### config.mk
export PLATFORM = sky130hd
export DESIGN_NAME = dpi_stream_feeder
export DESIGN_NICKNAME = d
export VERILOG_FILES = /design/src/rtl/dpi_stream_feeder.sv
export SDC_FILE = /design/constraint.sdc
export NUM_CORES = 2
export LEC_CHECK = 0
export BUFFER_PORTS_ARGS = -buffer_cell sky130_fd_sc_hd__buf_2
export CAP_MARGIN = 20
export CORE_ASPECT_RATIO = 0.9
export CORE_MARGIN = 2
export CORE_UTILIZATION = 25
export CTS_CLUSTER_DIAMETER = 30
export DETAILED_ROUTE_END_ITERATION = 8
export HOLD_SLACK_MARGIN = 0.08
export PLACE_DENSITY = 0.38
export SLEW_MARGIN = 30
export SYNTH_ARGS = -nofsm -noshare
export SYNTH_HDL_FRONTEND = slang
export SYNTH_SLANG_ARGS = --single-unit
### constraint.sdc
create_clock -name clk -period 5.3 [get_ports clk]
set_input_delay 0.53 -clock clk [delete_from_list [all_inputs] [get_ports clk]]
set_output_delay 0.53 -clock clk [all_outputs]
set_load 0.02 [all_outputs]
### src/rtl/dpi_stream_feeder.sv
// dpi_stream_feeder
//   Transmit-side driver for the per-category regex matchers.
//   - Takes 32-bit packet words with sop/eop framing.
//   - Maps each packet's flow key to a 6-bit stream id through a 64-entry
//     flow table.
//   - Issues the load_state / stream_id / new_stream_id / enable handshake.
//   - Serializes the payload one byte per cycle, most significant byte first.
//   - Closes each packet with a single-cycle eop strobe.
//
// Ports
//   clk, rst_n              clock, synchronous active-low reset
//   in_key/in_data/in_valid/in_sop/in_eop/in_last_bytes, in_ready
//                           ingress word stream; in_last_bytes == 0 means 4
//   cfg_we/cfg_sid/cfg_mask per-stream category enable mask write port
//   load_state, new_stream_id, stream_id, enable
//                           matcher state-restore handshake
//   char_in, char_in_vld, eop
//                           payload byte stream and end-of-packet strobe
//   pkt_count, new_flow_count
//                           statistics, live only with DPI_FEEDER_STATS_EN
//
// Build option
//   DPI_FEEDER_STATS_EN     builds the packet and flow-miss counters;
//                           when undefined, both outputs read 0.
module dpi_stream_feeder #(
   parameter int NUM_CAT = 16,
   parameter int KEY_W   = 16
) (
   input  logic               clk,
   input  logic               rst_n,
   input  logic [KEY_W-1:0]   in_key,
   input  logic [31:0]        in_data,
   input  logic               in_valid,
   input  logic               in_sop,
   input  logic               in_eop,
   input  logic [1:0]         in_last_bytes,
   output logic               in_ready,
   input  logic               cfg_we,
   input  logic [5:0]         cfg_sid,
   input  logic [NUM_CAT-1:0] cfg_mask,
   output logic               load_state,
   output logic               new_stream_id,
   output logic [5:0]         stream_id,
   output logic [NUM_CAT-1:0] enable,
   output logic [7:0]         char_in,
   output logic               char_in_vld,
   output logic               eop,
   output logic [15:0]        pkt_count,
   output logic [15:0]        new_flow_count
);

   typedef enum logic [2:0] {
      S_IDLE, S_LOOKUP, S_LOAD, S_WAIT, S_STREAM, S_DRAIN, S_EOP
   } state_t;

   state_t state, state_nx;

   // current packet / word holding registers
   logic [KEY_W-1:0]   key_r;
   logic [31:0]        word_r;
   logic               weop_r;
   logic [1:0]         wlast_r;
   logic [1:0]         bidx;
   logic               have_word;

   // flow table
   logic [KEY_W-1:0]   tbl_key  [64];
   logic [63:0]        tbl_vld;
   logic [NUM_CAT-1:0] tbl_mask [64];
   logic [5:0]         alloc_ptr;

   // per-packet handshake registers
   logic               new_r;
   logic [5:0]         sid_r;
   logic [NUM_CAT-1:0] en_r;

   logic               hit;
   logic [5:0]         hit_idx;
   logic [1:0]         last_idx;
   logic               last_byte;

   // Keys are unique among valid entries, so the priority order only
   // matters for tie-breaking; the lowest index wins.
   always_comb begin
      hit     = 1'b0;
      hit_idx = '0;
      for (int i = 63; i >= 0; i--) begin
         if (tbl_vld[i] && tbl_key[i] == key_r) begin
            hit     = 1'b1;
            hit_idx = 6'(i);
         end
      end
   end

   // Index of the final byte of the held word. in_last_bytes == 0 encodes
   // four bytes, which the 2-bit wrap of (0 - 1) maps to index 3.
   assign last_idx  = weop_r ? (wlast_r - 2'd1) : 2'd3;
   assign last_byte = (bidx == last_idx);

   always_comb begin
      state_nx    = state;
      in_ready    = 1'b0;
      load_state  = 1'b0;
      char_in_vld = 1'b0;
      eop         = 1'b0;
      case (state)
         S_IDLE: begin
            in_ready = 1'b1;
            if (in_valid && in_sop) state_nx = S_LOOKUP;
         end
         S_LOOKUP: state_nx = S_LOAD;
         S_LOAD: begin
            load_state = 1'b1;
            state_nx   = S_WAIT;
         end
         S_WAIT: state_nx = S_STREAM;
         S_STREAM: begin
            if (have_word) begin
               char_in_vld = 1'b1;
               if (last_byte) begin
                  if (weop_r) state_nx = S_DRAIN;
                  else        in_ready = 1'b1;   // next word chains with no gap
               end
            end else begin
               in_ready = 1'b1;                  // starved: take the next word
            end
         end
         S_DRAIN: state_nx = S_EOP;
         S_EOP: begin
            eop      = 1'b1;
            state_nx = S_IDLE;
         end
         default: state_nx = S_IDLE;
      endcase
      // Keep strobes and ready quiet while reset is held, whatever state
      // the FSM was left in.
      if (!rst_n) begin
         in_ready    = 1'b0;
         load_state  = 1'b0;
         char_in_vld = 1'b0;
         eop         = 1'b0;
      end
   end

   always_ff @(posedge clk) begin
      if (!rst_n) begin
         state     <= S_IDLE;
         key_r     <= '0;
         word_r    <= '0;
         weop_r    <= 1'b0;
         wlast_r   <= '0;
         bidx      <= '0;
         have_word <= 1'b0;
         tbl_vld   <= '0;
         alloc_ptr <= '0;
         new_r     <= 1'b0;
         sid_r     <= '0;
         en_r      <= '0;
         for (int i = 0; i < 64; i++) tbl_mask[i] <= '1;
      end else begin
         state <= state_nx;
         if (cfg_we) tbl_mask[cfg_sid] <= cfg_mask;
         case (state)
            S_IDLE: begin
               if (in_valid && in_sop) begin
                  key_r     <= in_key;
                  word_r    <= in_data;
                  weop_r    <= in_eop;
                  wlast_r   <= in_last_bytes;
                  bidx      <= '0;
                  have_word <= 1'b1;
               end
            end
            // stream_id/enable are captured at the end of lookup so they are
            // already stable in the load_state cycle; the mask is sampled here,
            // so a cfg write lands on the following packet.
            S_LOOKUP: begin
               if (hit) begin
                  sid_r <= hit_idx;
                  en_r  <= tbl_mask[hit_idx];
                  new_r <= 1'b0;
               end else begin
                  sid_r              <= alloc_ptr;
                  en_r               <= tbl_mask[alloc_ptr];
                  new_r              <= 1'b1;
                  tbl_vld[alloc_ptr] <= 1'b1;
                  alloc_ptr          <= alloc_ptr + 6'd1;   // wraps 63 -> 0
               end
            end
            S_STREAM: begin
               if (have_word) begin
                  if (!last_byte) begin
                     bidx <= bidx + 2'd1;
                  end else if (!weop_r) begin
                     if (in_valid) begin
                        word_r  <= in_data;
                        weop_r  <= in_eop;
                        wlast_r <= in_last_bytes;
                        bidx    <= '0;
                     end else begin
                        have_word <= 1'b0;
                     end
                  end
               end else if (in_valid) begin
                  word_r    <= in_data;
                  weop_r    <= in_eop;
                  wlast_r   <= in_last_bytes;
                  bidx      <= '0;
                  have_word <= 1'b1;
               end
            end
            default: ;
         endcase
      end
   end

   // Key storage needs no reset: entries are qualified by tbl_vld.
   always_ff @(posedge clk) begin
      if (rst_n && state == S_LOOKUP && !hit) tbl_key[alloc_ptr] <= key_r;
   end

   always_comb begin
      char_in = '0;
      if (char_in_vld) begin
         case (bidx)
            2'd0:    char_in = word_r[31:24];
            2'd1:    char_in = word_r[23:16];
            2'd2:    char_in = word_r[15:8];
            default: char_in = word_r[7:0];
         endcase
      end
   end

   assign new_stream_id = load_state & new_r;
   assign stream_id     = sid_r;
   assign enable        = en_r;

`ifdef DPI_FEEDER_STATS_EN
   logic [15:0] pkt_cnt_r;
   logic [15:0] nf_cnt_r;
   always_ff @(posedge clk) begin
      if (!rst_n) begin
         pkt_cnt_r <= '0;
         nf_cnt_r  <= '0;
      end else begin
         if (state == S_EOP)            pkt_cnt_r <= pkt_cnt_r + 16'd1;
         if (state == S_LOOKUP && !hit) nf_cnt_r  <= nf_cnt_r + 16'd1;
      end
   end
   assign pkt_count      = pkt_cnt_r;
   assign new_flow_count = nf_cnt_r;
`else
   assign pkt_count      = '0;
   assign new_flow_count = '0;
`endif

endmodule

==> flow_summary.ini <==
[clocking]
htree_levels = 6
clock_sinks = 2204
cts_buffer_depth = 4
clkTransAtPathRegs_ns = 0.05
numCtsBuffers = 634
cts_root_buf = clkbuf_16
insertion_delay_ns = 1.05
cts_tree = built

[timing]
tns_ns = -0.4638
fin_crit_ns = 5.418
hold_viol_final = 0
finalSetupViolCount = 8
clock.fmax_mhz = 184.6
worst_slew_pin_slew_ns = 1.103
fin_crit_sh_pct = 102.2
relSlewSlack_pct = 26.45
skew_ns = 0.1271
fin_ws_ns = -0.1180
slew_violations = 0
rsz0062_at_grt = true

[route]
vias = 86890
detail_route.drc_violations = 0
wl_mm = 523.3
wl_per_cell_um = 31.12
ant_nets = 0
drtIter0Drc = 10471
routed_via_density = 5.167
drt_first_pass_iters = 6

[logic_synthesis]
synth.most_common_cell = edfxtp_1
synth_cell_types = 118
ys_ff_latch = 2204
synth_top_flop_cell = edfxtp_1
netlist_instances = 8687
syn_avg_cell_area_um2 = 12.89
synthTopCellsByCount = edfxtp_1, or3_1, nand2_1
yosysTopAreaCell = edfxtp_1
synthDominantCellAreaShare_pct = 54.93
ys_seq_area_share_pct = 57.72
synth.area.top_cells = edfxtp_1, mux4_2, xor2_1
async_flop_share_pct = 0
netlist_area_um2 = 112000
synth_enable_flop_cells = 2048
ys.warnings.count = 0

[critical_path]
cp.arrival_ns = 6.36
end_kind = flop
worst-endpoint-required_ns = 6.24
rr_endpoint = enable[10]$_SDFFE_PN0N_
path_class = flop to flop
start_kind = flop
critPathMaxFanout = 7
reg2reg_from = key_r[9]$_SDFFE_PN0P_
reg2reg_slack_ns = -0.12
rr_worst_depth = 22
cp-startpoint = key_r[9]$_SDFFE_PN0P_
cp-endpoint = enable[10]$_SDFFE_PN0N_

[worst_hold_path]
hold_class = primary input to flop

[power_and_ir_drop]
ir_worst_vdd_mv = 0.3457
power_per_cell_area_nw_per_um2 = 397.3
leakagePower_uw = 0.05545

[status]
run_status = finished with violations
violations = negative setup slack

[die]
core-area_um2 = 446600
start_util_pct = 25.07
ioPinCount = 145
die_area_um2 = 453200
fp.dieH_um = 638.9
std_cell_rows = 233
die_w_um = 709.4

[finish]
finalNetCount = 10346
final_area_um2 = 156300
area_growth_pct = 39.65
drive_gt1_share_pct = 32.52

[place]
placedInstanceArea_um2 = 129800
portBuffers = 112
hpwlAfterDp_mm = 360.5
place.gp.congestion = 0.9378

[global_route]
grt_overflow_total = 0
grt_pass1_wl_mm = 708.2
grt_max_degree = 120
antenna_found_initial = 51
grt_usage_pct = 22.12
grt_pass1_vias = 84760

[run]
drv_cap = 0
[state kept, by name (all words and copies together) (netlist names), named ones only]
signal     flops
alloc_ptr      6
word_r        32
bidx           2
stream_id      6
tbl_key     1024
enable        16
key_r         16
wlast_r        2
weop_r         1
tbl_mask    1024
state          3
have_word      1
tbl_vld       64
new_r          1
[cells in the final DEF (no fill, tap or decap), types with 74 or more instances in the layout]
cell type / count
buf_4: 1136
clkinv_2: 130
or3_1: 933
a21oi_1: 153
clkbuf_1: 86
buf_2: 111
a32oi_1: 76
mux4_2: 336
a21o_1: 74
edfxtp_1: 2048
xor2_1: 646
bufinv_16: 85
nor4_1: 200
nand4_1: 182
and3_1: 121
clkbuf_16: 651
nand2_1: 791
xnor2_1: 330
dfxtp_1: 136
or2_2: 145
mux2i_1: 244
nand3_1: 145
nor2_1: 227
clkinv_1: 110
buf_12: 231
[worst max-delay path: stages, from the launching register on]
cell	delay (ns)
dfxtp_4	0.42
buf_12	0.15
buf_4	0.15
xor2_1	0.18
nor2_1	0.12
nand4b_1	0.11
or4_4	0.51
a311o_1	0.39
a221o_1	0.44
a221oi_4	0.40
or3_4	0.25
and3_4	0.21
buf_12	0.14
buf_16	0.17
buf_16	0.16
buf_8	0.11
nand2_1	0.05
and3_4	0.18
a31oi_4	0.17
buf_6	0.13
nand4_1	0.42
o21a_1	0.35
o31ai_2	0.06
[cell type report]
cell class | instances | area, um^2
clock buffers | 744 | 16610
flip-flops and latches | 2204 | 64700
repair buffers | 1648 | 16360
fillers | 43456 | 290300
clock inverters | 425 | 4857
diodes | 29 | 72.57
inverters | 27 | 102.6
multi-input cells | 5748 | 46150
well taps | 5992 | 7497
[worst min-delay path by stage]
stage | start | endpoint | slack [ns] | depth (start not counted)
6_report | cfg_mask[9] | tbl_mask[53][9]$_SDFFCE_PN1P_ | 0.15 | 3
5_1_grt | in_key[2] | key_r[2]$_SDFFE_PN0P_ | 0.11 | 3
4_1_cts | in_key[2] | key_r[2]$_SDFFE_PN0P_ | 0.10 | 3
3_5_place_dp | word_r[23]$_SDFFE_PN0P_ | word_r[23]$_SDFFE_PN0P_ | 0.45 | 2
3_3_place_gp | word_r[20]$_SDFFE_PN0P_ | word_r[20]$_SDFFE_PN0P_ | 0.44 | 2
2_1_floorplan | word_r[23]$_SDFFE_PN0P_ | word_r[23]$_SDFFE_PN0P_ | 0.44 | 2
[metrics by stage]
step           worst slack (ns)  instances  power, uW  hold WS (ns)  util, %
2_1_floorplan            0.1301       8718      21970        0.4357        -
3_3_place_gp             -1.452      15381      23920        0.4420    29.00
3_5_place_dp             -1.093      15388      23940        0.4485    29.05
4_1_cts                -0.09255      16678      62410        0.1022    34.46
5_1_grt                 -0.2429      16792      63670        0.1105    34.99
6_report                -0.1180      16817      62120        0.1496    35.01
[power by group]
group | switching, uW | internal, uW | total, uW
Sequential | 354 | 19500 | 19900
Combinational | 2550 | 1490 | 4030
Clock | 11900 | 26300 | 38200
[repair_timing]
action | 4_1_cts | 5_1_grt
pin swaps | 68 | 112
hold endpoints to repair | 72 | 0
endpoints found under the setup margin | 56 | 176
cloned | 10 | 8
gates resized for setup | 243 | 243
hold buffers | 55 | 0
buffers inserted | 61 | 108
[kinds of logic (layout without fill, tap and decap cells)]
kind of cell               after synthesis  count (layout)  share of synthesized area [%]
and+or+nand+nor                       3306            3306                          16.60
DFF                                   2204            2204                          57.72
buffers and inverters                  766            2844                          3.442
AOI/OAI and AO/OA                      774             774                          4.974
muxes                                  603             603                          9.151
other                                    1              61                       0.003349
adders and majority gates                5               5                        0.05588
xor gates and xnor gates              1028            1028                          8.055
[routing by layer]
layer  routed length, um  GRT usage, %  vias to the layer above  part of all wire [%]
li1                    -             -                    36822                     -
met1              243400         32.94                    45175                    47
met2              220600         32.01                     4137                    42
met3               44700         4.883                      742                   8.5
met4               14510         6.014                       14                   2.8
met5                  79             0                        -                 0.015
No activity file was read; power rests on OpenSTA's default activity.
